===== src/rtl/lsu_pkg.sv =====
// lsu_pkg: shared definitions for the LSU memory stage.
//   - access size encodings carried on req_size
//   - FSM state enum (RD1/WR1 exist only when LSU_MISALIGN_EN is defined)
//   - size_nb(): access size to byte count
//   - WORD_ALIGN_MASK: clears the byte offset of an address
// Build option: LSU_MISALIGN_EN enables misaligned and word-spanning accesses.
package lsu_pkg;

  localparam logic [1:0] SIZE_B   = 2'b00;
  localparam logic [1:0] SIZE_H   = 2'b01;
  localparam logic [1:0] SIZE_W   = 2'b10;
  localparam logic [1:0] SIZE_RSV = 2'b11;

  localparam logic [31:0] WORD_ALIGN_MASK = 32'hFFFF_FFFC;

`ifdef LSU_MISALIGN_EN
  typedef enum logic [2:0] {IDLE, RD0, RD1, WR0, WR1, RESP} state_t;
`else
  typedef enum logic [2:0] {IDLE, RD0, WR0, RESP} state_t;
`endif

  function automatic logic [2:0] size_nb(input logic [1:0] size);
    case (size)
      SIZE_B:  return 3'd1;
      SIZE_H:  return 3'd2;
      default: return 3'd4;
    endcase
  endfunction

endpackage


===== src/rtl/lsu_lane_align.sv =====
// lsu_lane_align: combinational byte-lane logic for the LSU.
//   word0, word1 : captured memory words (word1 follows word0 in memory)
//   off          : byte offset of the access within word0
//   size         : access size encoding
//   is_unsigned  : zero-extend sub-word loads
//   wdata        : right-justified store data
//   hi           : select the word1 half of the merged store pair
//   load_data    : extracted and extended load result
//   merge_word   : selected word with addressed lanes replaced by store bytes
module lsu_lane_align
  import lsu_pkg::*;
(
  input  logic [31:0] word0,
  input  logic [31:0] word1,
  input  logic [1:0]  off,
  input  logic [1:0]  size,
  input  logic        is_unsigned,
  input  logic [31:0] wdata,
  input  logic        hi,
  output logic [31:0] load_data,
  output logic [31:0] merge_word
);

  logic [63:0] pair;
  logic [5:0]  sh;
  logic [31:0] shifted;
  logic [63:0] mask;
  logic [63:0] data;
  logic [63:0] merged;

  always_comb begin
    pair    = {word1, word0};
    sh      = {1'b0, off, 3'b000};
    shifted = 32'(pair >> sh);

    case (size)
      SIZE_B:  load_data = is_unsigned ? {24'h0, shifted[7:0]}
                                       : {{24{shifted[7]}}, shifted[7:0]};
      SIZE_H:  load_data = is_unsigned ? {16'h0, shifted[15:0]}
                                       : {{16{shifted[15]}}, shifted[15:0]};
      default: load_data = shifted;
    endcase

    case (size)
      SIZE_B:  mask = 64'h0000_0000_0000_00FF;
      SIZE_H:  mask = 64'h0000_0000_0000_FFFF;
      default: mask = 64'h0000_0000_FFFF_FFFF;
    endcase
    mask   = mask << sh;
    data   = {32'h0, wdata} << sh;
    merged = (pair & ~mask) | (data & mask);

    merge_word = hi ? merged[63:32] : merged[31:0];
  end

endmodule


===== src/rtl/lsu_mem_stage.sv =====
// lsu_mem_stage: load/store unit memory stage. Accepts one core request at a
// time, performs read-modify-write sequencing against a word-wide data memory
// and returns a one-cycle response.
//   clk, rst_n    : clock, synchronous active-low reset
//   req_*         : core request (valid/ready handshake, we, size, unsigned,
//                   addr, wdata)
//   resp_*        : completion pulse, extended load data, error flag
//   mem_*         : data memory read/write strobes, word address, data
// Build option: LSU_MISALIGN_EN enables misaligned accesses, including the
// two-word split (RD1/WR1); without it misaligned requests return an error.
module lsu_mem_stage
  import lsu_pkg::*;
(
  input  logic        clk,
  input  logic        rst_n,
  input  logic        req_valid,
  output logic        req_ready,
  input  logic        req_we,
  input  logic [1:0]  req_size,
  input  logic        req_unsigned,
  input  logic [31:0] req_addr,
  input  logic [31:0] req_wdata,
  output logic        resp_valid,
  output logic [31:0] resp_rdata,
  output logic        resp_err,
  output logic        mem_read,
  output logic        mem_write,
  output logic [31:0] mem_addr,
  output logic [31:0] mem_wdata,
  input  logic [31:0] mem_rdata
);

  state_t      state;
  logic        we_q;
  logic        uns_q;
  logic [1:0]  size_q;
  logic [31:0] addr_q;
  logic [31:0] wdata_q;
  logic [31:0] word0;
  logic [31:0] w0;
  logic [31:0] word0_in;
  logic [31:0] word1_in;
  logic [31:0] load_data;
  logic        hi;
  logic        err_in;

  assign w0 = addr_q & WORD_ALIGN_MASK;

`ifdef LSU_MISALIGN_EN
  logic        span_q;
  logic        span_in;
  logic [3:0]  end_in;
  logic [31:0] word1;
  logic [31:0] w1;

  assign w1       = w0 + 32'd4;
  assign end_in   = {2'b00, req_addr[1:0]} + {1'b0, size_nb(req_size)};
  assign span_in  = end_in > 4'd4;
  assign err_in   = (req_size == SIZE_RSV);
  assign mem_addr = (state == RD1 || state == WR1) ? w1 : w0;
  assign word1_in = (state == RD1) ? mem_rdata : word1;
  assign hi       = (state == WR1);
  assign mem_read  = rst_n && (state == RD0 || state == RD1);
  assign mem_write = rst_n && (state == WR0 || state == WR1);
`else
  logic misaligned;

  assign misaligned = (req_size == SIZE_H && req_addr[0]) ||
                      (req_size == SIZE_W && req_addr[1:0] != 2'b00);
  assign err_in   = (req_size == SIZE_RSV) || misaligned;
  assign mem_addr = w0;
  assign word1_in = '0;
  assign hi       = 1'b0;
  assign mem_read  = rst_n && (state == RD0);
  assign mem_write = rst_n && (state == WR0);
`endif

  assign req_ready = (state == IDLE);

  // Bypass the read data so the load result can be registered on the same
  // edge that captures the final word.
  assign word0_in = (state == RD0) ? mem_rdata : word0;

  lsu_lane_align u_align (
    .word0       (word0_in),
    .word1       (word1_in),
    .off         (addr_q[1:0]),
    .size        (size_q),
    .is_unsigned (uns_q),
    .wdata       (wdata_q),
    .hi          (hi),
    .load_data   (load_data),
    .merge_word  (mem_wdata)
  );

  always_ff @(posedge clk) begin
    if (!rst_n) begin
      state      <= IDLE;
      we_q       <= 1'b0;
      uns_q      <= 1'b0;
      size_q     <= '0;
      addr_q     <= '0;
      wdata_q    <= '0;
      word0      <= '0;
      resp_valid <= 1'b0;
      resp_err   <= 1'b0;
      resp_rdata <= '0;
`ifdef LSU_MISALIGN_EN
      span_q     <= 1'b0;
      word1      <= '0;
`endif
    end else begin
      resp_valid <= 1'b0;
      case (state)
        IDLE: begin
          if (req_valid) begin
            we_q    <= req_we;
            uns_q   <= req_unsigned;
            size_q  <= req_size;
            addr_q  <= req_addr;
            wdata_q <= req_wdata;
`ifdef LSU_MISALIGN_EN
            span_q  <= span_in;
`endif
            if (err_in) begin
              state      <= RESP;
              resp_valid <= 1'b1;
              resp_err   <= 1'b1;
              resp_rdata <= '0;
            end else if (req_we && req_size == SIZE_W && req_addr[1:0] == 2'b00) begin
              state <= WR0;
            end else begin
              state <= RD0;
            end
          end
        end
        RD0: begin
          word0 <= mem_rdata;
`ifdef LSU_MISALIGN_EN
          if (span_q) begin
            state <= RD1;
          end else
`endif
          if (we_q) begin
            state <= WR0;
          end else begin
            state      <= RESP;
            resp_valid <= 1'b1;
            resp_err   <= 1'b0;
            resp_rdata <= load_data;
          end
        end
`ifdef LSU_MISALIGN_EN
        RD1: begin
          word1 <= mem_rdata;
          if (we_q) begin
            state <= WR0;
          end else begin
            state      <= RESP;
            resp_valid <= 1'b1;
            resp_err   <= 1'b0;
            resp_rdata <= load_data;
          end
        end
        WR1: begin
          state      <= RESP;
          resp_valid <= 1'b1;
          resp_err   <= 1'b0;
          resp_rdata <= '0;
        end
`endif
        WR0: begin
`ifdef LSU_MISALIGN_EN
          if (span_q) begin
            state <= WR1;
          end else
`endif
          begin
            state      <= RESP;
            resp_valid <= 1'b1;
            resp_err   <= 1'b0;
            resp_rdata <= '0;
          end
        end
        RESP: begin
          state      <= IDLE;
          resp_err   <= 1'b0;
          resp_rdata <= '0;
        end
        default: state <= IDLE;
      endcase
    end
  end

endmodule


===== config.mk =====
export PLATFORM = sky130hd
export DESIGN_NAME = lsu_mem_stage
export DESIGN_NICKNAME = d
export VERILOG_FILES = /design/src/rtl/lsu_pkg.sv /design/src/rtl/lsu_lane_align.sv /design/src/rtl/lsu_mem_stage.sv
export SDC_FILE = /design/constraint.sdc
export NUM_CORES = 1
export LEC_CHECK = 0
export CAP_MARGIN = 5
export CELL_PAD_IN_SITES_DETAIL_PLACEMENT = 0
export CELL_PAD_IN_SITES_GLOBAL_PLACEMENT = 1
export CORE_ASPECT_RATIO = 0.8
export CORE_UTILIZATION = 40
export DETAILED_ROUTE_END_ITERATION = 10
export PLACE_DENSITY = 0.91
export REMOVE_ABC_BUFFERS = 1
export SLEW_MARGIN = 20
export SYNTH_ARGS = -nofsm -noshare
export SYNTH_HDL_FRONTEND = slang
export SYNTH_HIERARCHICAL = 1
export SYNTH_SLANG_ARGS = --single-unit

===== constraint.sdc =====
create_clock -name clk -period 6.2 [get_ports clk]
set_input_delay 1.24 -clock clk [delete_from_list [all_inputs] [get_ports clk]]
set_output_delay 1.24 -clock clk [all_outputs]
set_load 0.03 [all_outputs]

# ---- Word level (Yosys, flattened, before mapping)
# Index checks and enable logic that the tools add are counted.
dict set report totals {
  word_cells 65
  input_bits 103
  register_bits 137
}
dict set report op_classes {
  reduce_logical 16
  n_mux 22
  eq_ne 10
  bitwise 4
  shift 3
}
# op count
set op_table {}
lappend op_table {{2-to-1 mux 32 bit} 6}
lappend op_table {{one-hot mux 32 bit (2 select lines)} 2}
lappend op_table {{one-hot mux 32 bit (3 select lines)} 1}
lappend op_table {{bitwise AND 32 bit} 2}
lappend op_table {{<< shifter 32 x 5 -> 32 bit} 2}
lappend op_table {{inverter 32 bit} 1}
lappend op_table {{bitwise OR 32 bit} 1}
lappend op_table {{right shift 32 x 5 -> 32 bit} 1}
lappend op_table {{one-hot mux 3 bit (3 select lines)} 1}
lappend op_table {{2-to-1 mux 1 bit} 7}
lappend op_table {{== test 3 x 2 -> 1 bit (second input constant)} 2}
lappend op_table {{logical AND 1 bit} 6}
lappend op_table {{one-hot mux 1 bit (3 select lines)} 2}
lappend op_table {{== test 2 x 1 -> 1 bit (second input constant)} 2}
lappend op_table {{== test 2 bit (second input constant)} 2}
lappend op_table {{logical NOT 2 bit} 2}
lappend op_table {{2-to-1 mux 2 bit} 2}
lappend op_table {{!= test 2 bit (second input constant)} 2}
lappend op_table {{AND reduction 4 bit} 1}
lappend op_table {{== test 3 x 1 -> 1 bit (second input constant)} 1}
lappend op_table {{logical NOT 3 bit} 1}
lappend op_table {{2-to-1 mux 3 bit} 1}
lappend op_table {{nonzero test 3 bit} 1}
lappend op_table {{logical OR 1 bit} 2}
lappend op_table {{other kinds (4)} 4}

# ---- Longest topological paths before layout
# Gate-level depths: netlist (run 1).
dict set report depth {
  ltp_word 7
  ltp_mapped 11
  depth_no_buf 8
}

# ---- Cells and area by module
# Netlist (run 1), hierarchy kept.
# mod cells_each area_per_inst_um2 instances
set by_module_without_submodules {}
lappend by_module_without_submodules {lsu_mem_stage 616 5262.5 1}
lappend by_module_without_submodules {lsu_lane_align 324 2855.2 1}

# ---- Worst setup path before layout (run 1)
# Ideal clock, no wire load.
dict set report synth_timing {
  path_type {input to output}
  startpoint {in mem_rdata[7]}
  endpoint {out mem_wdata[7]}
  path_slack_ns 2.659
  path_stages 3
  arrival_ns 2.301
  path_cell_list {mux2_2 mux2i_1 a222oi_1}
}
dict set report synth_between {
  elab_chain_cells 3
}
# element line_no
set synth_rtl {}
lappend synth_rtl {{start, declared} lsu_mem_stage.sv:30} ;# input logic [31:0] mem_rdata
lappend synth_rtl {{2-to-1 mux 32 bit} -}
lappend synth_rtl {{bitwise AND 32 bit} lsu_lane_align.sv:51} ;# merged = (pair & ~mask) | (data & mask);
lappend synth_rtl {{bitwise OR 32 bit} lsu_lane_align.sv:51}
lappend synth_rtl {{end, declared} lsu_mem_stage.sv:29} ;# output logic [31:0] mem_wdata,
# No other way between the ends.

# ---- Worst setup path after layout (run 1)
dict set report layout_timing {
  startpoint {reg addr_q[0]}
  endpoint {out mem_wdata[29]}
}
dict set report layout_between {
  elab_chain_cells 4
}
# element line_no
set layout_rtl {}
lappend layout_rtl {{start, declared} lsu_mem_stage.sv:37} ;# logic [31:0] addr_q;
lappend layout_rtl {{start signal, assigned} lsu_mem_stage.sv:120} ;# addr_q <= req_addr;
lappend layout_rtl {{<< shifter 32 x 5 -> 32 bit} lsu_lane_align.sv:49} ;# mask = mask << sh;
lappend layout_rtl {{inverter 32 bit} lsu_lane_align.sv:51}
lappend layout_rtl {{bitwise AND 32 bit} lsu_lane_align.sv:51}
lappend layout_rtl {{bitwise OR 32 bit (*)} lsu_lane_align.sv:51}
# Mark *: on every way between the ends. The rest lies on a longest branch, timed or not.

==> results of run 1 <==
[synthesized netlist by cell type, types with 7 or more instances]
library cell and instances:
a21oi_1 77, clkbuf_1 39, nor4_1 8, mux2i_1 33
o21ai_0 26, o22ai_1 33, buf_4 39, dfxtp_1 136
a211oi_1 9, a222oi_1 8, and2_1 35, nand2_1 240
nand4_1 7, o2bb2ai_1 7, o221a_2 7, buf_6 8
a311o_1 9, inv_1 37, buf_2 28, o211ai_1 11
a22oi_1 8, mux4_2 42, mux2_2 41, o221ai_1 9
[tightest hold or removal path, delay by kind of cell (launching register included)]
kind	cells	cell delay, ns
AO/OA/AOI/OAI	1	0.05
flip-flops	1	0.31
AND/OR/NAND/NOR	1	0.05
[power groups by stage]
| stage | Sequential, mW | Combinational [mW] | Clock (mW) |
|---|---|---|---|
| 2_1_floorplan | 1.29 | 1.13 | 0 |
| 3_3_place_gp | 1.20 | 1.84 | 0 |
| 3_5_place_dp | 1.21 | 1.86 | 0 |
| 4_1_cts | 1.19 | 1.87 | 1.04 |
| 5_1_grt | 1.22 | 2.02 | 1.08 |
| 6_report | 1.19 | 1.87 | 1.02 |
[cell families after synthesis]
family / count (synthesis) / synth area share, %
simple gates: 310 / 16.49
flops: 136 / 33.54
buf+inv: 156 / 10.19
compound gates: 216 / 17.43
fa+ha+maj: 4 / 0.6165
other cells: 1 / 0.04619
mux: 117 / 21.69
[placed cells by master (no fill, tap or decap), drive strengths merged, types with 8 or more instances in the layout]
cell / instances
conb: 85
a311o: 9
o221ai: 9
a222oi: 8
clkdlybuf4s50: 200
mux2i: 34
and2: 35
o22ai: 33
o211ai: 11
dfxtp: 136
clkbuf: 21
inv: 41
a211oi: 9
a22oi: 8
buf: 11
nand2: 241
mux4: 42
a21oi: 77
mux2: 41
nor4: 8
o21ai: 27
[cell type report]
class	count	area (µm²)	share of cell area, %
clock inverters	10	118.9	1.103
multi-input cells	732	4895	45.44
inverters	39	146.4	1.359
repair buffers	211	2082	19.33
flip-flops and latches	136	2730	25.34
clock buffers	21	470.5	4.367
well taps	264	330.3	3.066
[registers in the layout, summed over array words and instances, names as in the netlist]
name	count
resp_rdata	32
size_q	2
state	2
wdata_q	32
word0	32
resp_valid	1
addr_q	32
uns_q	1
resp_err	1
we_q	1
[worst max path at each step]
stage                           start             to  slack (ns)  cells after the start
5_1_grt        addr_q[0]$_SDFFE_PN0P_  mem_wdata[29]        1.40                      5
3_3_place_gp             mem_rdata[7]   mem_wdata[7]        1.78                      5
4_1_cts        addr_q[0]$_SDFFE_PN0P_  mem_wdata[29]        1.56                      5
2_1_floorplan  addr_q[0]$_SDFFE_PN0P_  mem_wdata[10]        0.94                      3
6_report       addr_q[0]$_SDFFE_PN0P_  mem_wdata[29]        1.59                      5
3_5_place_dp             mem_rdata[6]   mem_wdata[6]        1.77                      5
[through the flow]
| stage | total power [mW] | area, µm² |
|---|---|---|
| 3_3_place_gp | 3.041 | 10180 |
| 3_5_place_dp | 3.070 | 10180 |
| 4_1_cts | 4.099 | 10770 |
| 2_1_floorplan | 2.425 | 7752 |
| 5_1_grt | 4.314 | 10770 |
| 6_report | 4.079 | 10770 |
[routing by layer]
metal	share of wire [%]	vias up	GRT usage (%)
li1	-	3621	-
met1	45	3615	30.26
met2	46	243	35.78
met3	7.4	22	6.434
met4	1.1	2	5.993
met5	0.055	-	0
==> impl_metrics.ini, run 1 <==
[pwr]
power_frac_comb_pct = 45.9
power.switching_mw = 1.610
swShare_pct = 39.48
pwr-share-seq_pct = 29.1
power.leakage_nw = 3.869
internal-power_mw = 2.468
peakVddDrop_uv = 357.4
power.share.clock_pct = 24.9
powerDensity_nw_per_um2 = 378.6

[clock_tree]
cts_max_level = 4
clock_path_buffers = 2
clkSinkCount = 136
clkTransAtPathRegs_ns = 0.06
clockRootBuffer = clkbuf_16
postCtsSetupBuffers = 0
clock_latency_ns = 0.42
cts-resized-gates = 0
hold_buffers = 0
cts_buffers = 17
cts_tree = done

[sta]
finalCritPeriodShare_pct = 74.33
tightest_slew_ns = 1.012
tns_ns = 0
layout_setup_ws_ns = 1.591
fmax_mhz = 217.0
worst_slew_margin_rel_pct = 32.56
holdWs_ns = 0.4530
rsz0062_at_grt = no
finalCriticalPeriod_ns = 4.609
fin_skew_ns = 0.01065
setup-violations-final = 0
finalHoldViolations = 0
finalMaxSlewViolations = 0

[route]
drcViolationCount = 0
vias = 7503
viasPerCell = 5.310
antenna_left = 0
wire_per_inst_um = 16.70
drt-initial-drc-count = 582
dr.pass1.iters = 5
wl_um = 23600

[worst_hold_path]
hold_path_class = register to register
whs_endpoint = addr_q[4]$_SDFFE_PN0P_
min_from = addr_q[4]$_SDFFE_PN0P_
hold_depth = 2

[job]
cap_violations = 0

[setup_path]
crit_path_max_fanout = 63
slowest_delay_ns = 0.97
critPathKind = register to output port
timing.rr.start = state[1]$_SDFFE_PN0N_
crit_path_end_kind = output port
r2r_cells = 9
critPathArrivalTime_ns = 3.37
crit_family = buffers and inverters
cp-start-kind = register
reg2reg_to = resp_rdata[25]$_SDFFE_PN0P_
path_cells = buf_4 -> mux4_2 -> inv_1 -> o221ai_1 -> clkdlybuf4s50_1
cp.required_ns = 4.96
cp_slowest_cell = dfxtp_4
path_buf_inv = 3
rrSetupSlack_ns = 3.07

[layout]
syn_to_final_growth_pct = 32.71
nFillCells = 1867
diodes = 0
final_cells = 1413
finalNetCount = 1244
final_layout_size_suffix_gt1_share_pct = 12.45
post-route-util_pct = 54.25

[logic_synthesis]
syn-instance-count = 940
ys_seq_area_share_pct = 33.54
ys_async_sr_fraction_pct = 0
ys_ff_latch = 136
synth-edff-count = 0
synthDistinctLibCells = 51
ys.flop_type = dfxtp_1
syn-cell-area_um2 = 8118
yosys_warnings = 6
synth_top_area_share_pct = 33.54
synth_top_cell_by_area = dfxtp_1
yosys-top-cells-area = dfxtp_1, mux4_2, nand2_1
avgSynthCellArea_um2 = 8.636

[placement]
dp_slack_ns = 1.767
port_buffers = 201
hpwl_um = 15780
dp_cells = 1382
gp_congestion = 0.8327

[floorplanning]
die_h_um = 129.4
die_x_um = 161.3
initial_utilization_pct = 40.88
design.die.area_um2 = 20870
io_pins = 204
coreArea_um2 = 19860
num_rows = 46

[global_routing]
grt_pass1_wl_um = 37140
grt-ovfl-total = 0
antenna_found_initial = 2
track_usage_pct = 22.60
grt_max_degree = 81
grt_pass1_vias = 6999

[status]
status = completed
No activity file was read; power rests on OpenSTA's default activity.
==> inputs of run 2 (changes only) <==
Settings changed: CORE_UTILIZATION 40 to 33, PLACE_DENSITY 0.91 to 0.81.
Clock period 6.2 ns to 3.73 ns, I/O delays scaled along.
==> run 2 against run 1 <==
  * Combinational power rose by 77%
  * Via count decreased by 0.48%
  * Global-route usage decreased by 2.3 points
  * Clock power grew 75%
  * Largest power group unchanged
  * Wire length up 7.1%
  * Critical endpoint is now mem_wdata[20]
  * Highest routed layer unchanged
==> impl_metrics.ini, run 2 (synthesis gave the netlist of run 1 again) <==
[status]
status = completed

[sta]
finalCriticalPeriod_ns = 3.565
tns_ns = 0
worst_slew_margin_rel_pct = 42.30
setup-violations-final = 0
finalCritPeriodShare_pct = 95.57
tightest_slew_ns = 0.8637
fmax_mhz = 280.5
finalHoldViolations = 0
fin_skew_ns = 0.008130
finalMaxSlewViolations = 0
rsz0062_at_grt = no
holdWs_ns = 0.4531

[global_routing]
gr-usage-met3_pct = 7.479
grt_pass1_wl_um = 39600
grt-ovfl-total = 0
grtUsageMet1_pct = 27.65
antenna_found_initial = 2
track_usage_pct = 20.27
busiest_layer = met2
grt_max_degree = 71
grt_pass1_vias = 7011
met2_usage_pct = 30.06

[clock_tree]
postCtsSetupBuffers = 0
cts_tree = done
clkTransAtPathRegs_ns = 0.06
clkSinkCount = 136
cts-resized-gates = 0
hold_buffers = 0
clock_path_buffers = 2
cts_buffers = 17
clock_latency_ns = 0.42
cts_max_level = 4
clockRootBuffer = clkbuf_16

[floorplanning]
initial_utilization_pct = 34.15
coreArea_um2 = 23770
io_pins = 204
num_rows = 50
design.die.area_um2 = 25240
die_h_um = 142.3
die_x_um = 177.4

[layout]
final_layout_size_suffix_gt1_share_pct = 14.81
layout.cells.most_common = nand2_1
diodes = 0
post-route-util_pct = 46.44
layout_common_cells = nand2_1, clkdlybuf4s50_1, dfxtp_1
final_cells = 1467
syn_to_final_growth_pct = 35.99
finalNetCount = 1249

[setup_path]
cp.required_ns = 2.98
crit_path_max_fanout = 46
critPathKind = register to output port
crit_path_end_kind = output port
critPathArrivalTime_ns = 2.82
cp-start-kind = register

[pwr]
internal-power_mw = 4.262
peakVddDrop_uv = 356.1
pwr-share-seq_pct = 27.3
swShare_pct = 39.22
p_total_mw = 7.013
power.share.clock_pct = 25.5
powerDensity_nw_per_um2 = 635.3
power_frac_comb_pct = 47.2
power.leakage_nw = 4.003
power.switching_mw = 2.751

[route]
drt-initial-drc-count = 540
vias = 7467
drcViolationCount = 0
dr.pass1.iters = 5
wl_um = 25280
wire_per_inst_um = 17.23
viasPerCell = 5.090
antenna_left = 0

[placement]
gp_congestion = 0.8515
dp_cells = 1435
hpwl_um = 17720
port_buffers = 201

[job]
cap_violations = 0

[worst_hold_path]
hold_path_class = register to register
run 2: worst paths after layout:
check	from	to	slack, ns	cells after the start
max	addr_q[1]$_SDFFE_PN0P_	mem_wdata[20]	0.17	4
min	addr_q[6]$_SDFFE_PN0P_	addr_q[6]$_SDFFE_PN0P_	0.45	2
max reg2reg	state[1]$_SDFFE_PN0N_	resp_rdata[16]$_SDFFE_PN0P_	1.04	9
min reg2reg	addr_q[6]$_SDFFE_PN0P_	addr_q[6]$_SDFFE_PN0P_	0.45	2
run 2: stage by stage:
stage	setup slack (ns)	instance area, µm²
6_report	0.1653	11040
5_1_grt	0.04867	11040
4_1_cts	0.2348	11040
3_5_place_dp	0.5553	10420
3_3_place_gp	0.5498	10420
2_1_floorplan	-1.037	7752
run 2: routing by layer:
metal  wire length, µm  part of all wire [%]  vias up
li1                  -                     -     3625
met1             11510                    46     3549
met2             11060                    44      270
met3              2442                   9.7       21
met4               253                   1.0        2
met5                11                 0.044        -
run 2: critical path: stages, from the launching register on:
cell and delay, ns:
dfxtp_4 0.52, nor2b_1 0.75, o2bb2ai_1 0.19, o221a_2 0.20
clkdlybuf4s50_1 0.73
run 2: area by class of cell:
class	instances	area, µm²
Clock buffer	21	471.7
Clock inverter	11	143.9
Fill cell	2362	12730
Inverter	39	146.4
Multi-Input combinational cell	732	4895
Sequential cell	136	2730
Tap cell	312	390.4
Timing Repair Buffer	216	2262
run 2: power groups by stage:
| stage | clock network (mW) | logic [mW] | registers [mW] |
|---|---|---|---|
| 2_1_floorplan | 0 | 1.89 | 2.15 |
| 3_3_place_gp | 0 | 3.27 | 1.93 |
| 3_5_place_dp | 0 | 3.30 | 1.95 |
| 4_1_cts | 1.83 | 3.32 | 1.92 |
| 5_1_grt | 1.89 | 3.58 | 1.95 |
| 6_report | 1.79 | 3.31 | 1.92 |
==> inputs of run 3 (changes only) <==
Settings changed: CORE_UTILIZATION 33 to 43, DONT_BUFFER_PORTS set to 1.
==> run 3 against run 2 <==
  * Final area is 19% lower
  * Clock skew is 0.0010 ns lower
  * Maximum frequency is 3.5% higher
  * Combinational power is 24% lower
  * Die area is 23% lower
  * Critical path depth is 3 higher
  * Core utilization is 2.6 points higher
  * Largest cell class unchanged
  * Highest routed layer unchanged
==> impl_metrics.ini, run 3 (synthesis gave the netlist of run 1 again) <==
[floorplanning]
num_rows = 44
design.die.area_um2 = 19440
die_x_um = 155.6
io_pins = 204
coreArea_um2 = 18330
die_h_um = 124.9
initial_utilization_pct = 44.28

[layout]
layout_common_cells = nand2_1, dfxtp_1, conb_1
nFillCells = 1820
fin_area_um2 = 8982
final_cells = 1226
finalNetCount = 1066
syn_to_final_growth_pct = 10.65
layout.cells.most_common = nand2_1
multi_input_area_um2 = 4895
post-route-util_pct = 49.00
final-seq-area_um2 = 2730
final_layout_size_suffix_gt1_share_pct = 17.08

[worst_hold_path]
hold_path_class = primary input to register

[placement]
placed_area_um2 = 8335
gp_congestion = 0.8682
dp_cells = 1193
port_buffers = 0
hpwl_um = 15620
dp_slack_ns = 0.7401

[sta]
tightest_slew_ns = 0.8526
layout_setup_ws_ns = 0.2873
rsz0062_at_grt = no
finalCriticalPeriod_ns = 3.443
worst_slew_margin_rel_pct = 43.16
fmax_mhz = 290.5
finalHoldViolations = 0
setup-violations-final = 0
finalCritPeriodShare_pct = 92.30
finalMaxSlewViolations = 0
fin_skew_ns = 0.007106

[pwr]
pwr-share-seq_pct = 32.7
internal-power_mw = 3.938
power.leakage_nw = 3.273
power.share.clock_pct = 28.6
power.switching_mw = 2.574
swShare_pct = 39.53
power_frac_comb_pct = 38.7
peakVddDrop_uv = 318.6
powerDensity_nw_per_um2 = 725.0
p_total_mw = 6.512

[clock_tree]
postCtsSetupBuffers = 0
clkTransAtPathRegs_ns = 0.06
cts_buffers = 17
clockRootBuffer = clkbuf_16
clock_latency_ns = 0.43
cts_tree = done
clock_path_buffers = 2
clkSinkCount = 136
cts-resized-gates = 0
hold_buffers = 0
cts_max_level = 4

[global_routing]
track_usage_pct = 23.16
grt_max_degree = 102
antenna_found_initial = 2
grt_pass1_wl_um = 34910
grt-ovfl-total = 0
grt_pass1_vias = 6407

[route]
drt-initial-drc-count = 562
vias = 6758
dr.pass1.iters = 5
wire_per_inst_um = 18.15
drcViolationCount = 0
wl_um = 22260
antenna_left = 0
viasPerCell = 5.512

[setup_path]
cp-start-kind = register
critPathArrivalTime_ns = 2.70
cp.required_ns = 2.98
critPathKind = register to output port
crit_path_end_kind = output port
crit_path_max_fanout = 24

[status]
status = completed

[job]
cap_violations = 0
run 3: cell type report:
type / instances / area share [%]
sequential: 136 / 30.39
clock inverter: 13 / 2.243
inverter: 39 / 1.630
multi-input combinational: 732 / 54.49
tap: 253 / 3.524
antenna: 1 / 0.02786
clock buffer: 19 / 4.931
timing repair buffer: 33 / 2.758
run 3: path summary, 6_finish.rpt:
path | startpoint | endpoint | slack, ns | cells past startpoint
worst max-delay path | state[1]$_SDFFE_PN0N_ | mem_wdata[28] | 0.29 | 7
worst min-delay path | req_wdata[28] | wdata_q[28]$_SDFFE_PN0P_ | 0.44 | 2
worst max register to register | state[1]$_SDFFE_PN0N_ | resp_rdata[23]$_SDFFE_PN0P_ | 0.94 | 8
worst min register to register | uns_q$_SDFFE_PN0P_ | uns_q$_SDFFE_PN0P_ | 0.50 | 2
run 3: routing by layer:
metal | global-route usage, % | part of all wire (%)
met5 | 0 | 0.072
met4 | 6.863 | 1.2
met3 | 7.203 | 8.4
met2 | 36.98 | 47
met1 | 29.82 | 43
run 3: stage by stage:
| step | hold slack (ns) | TNS (ns) |
|---|---|---|
| after global placement | 0.4784 | 0 |
| after floorplan | 0.4440 | -31.87 |
| final | 0.4441 | 0 |
| after CTS | 0.4270 | 0 |
| after global routing | 0.4235 | 0 |
| after detailed placement | 0.4845 | 0 |
run 3: power by group through the flow:
stage,clock network (mW),logic [mW],registers [mW]
6_report,1.86,2.52,2.13
3_3_place_gp,0,2.48,2.15
3_5_place_dp,0,2.50,2.16
4_1_cts,1.90,2.51,2.13
5_1_grt,1.96,2.75,2.17
2_1_floorplan,0,1.89,2.15
run 3: critical path, cell delays in order, from the launching register on:
cell,delay [ns]
dfxtp_1,0.32
inv_1,0.09
ha_1,0.53
buf_4,0.43
mux2_2,0.43
inv_1,0.06
o221ai_1,0.15
buf_4,0.24
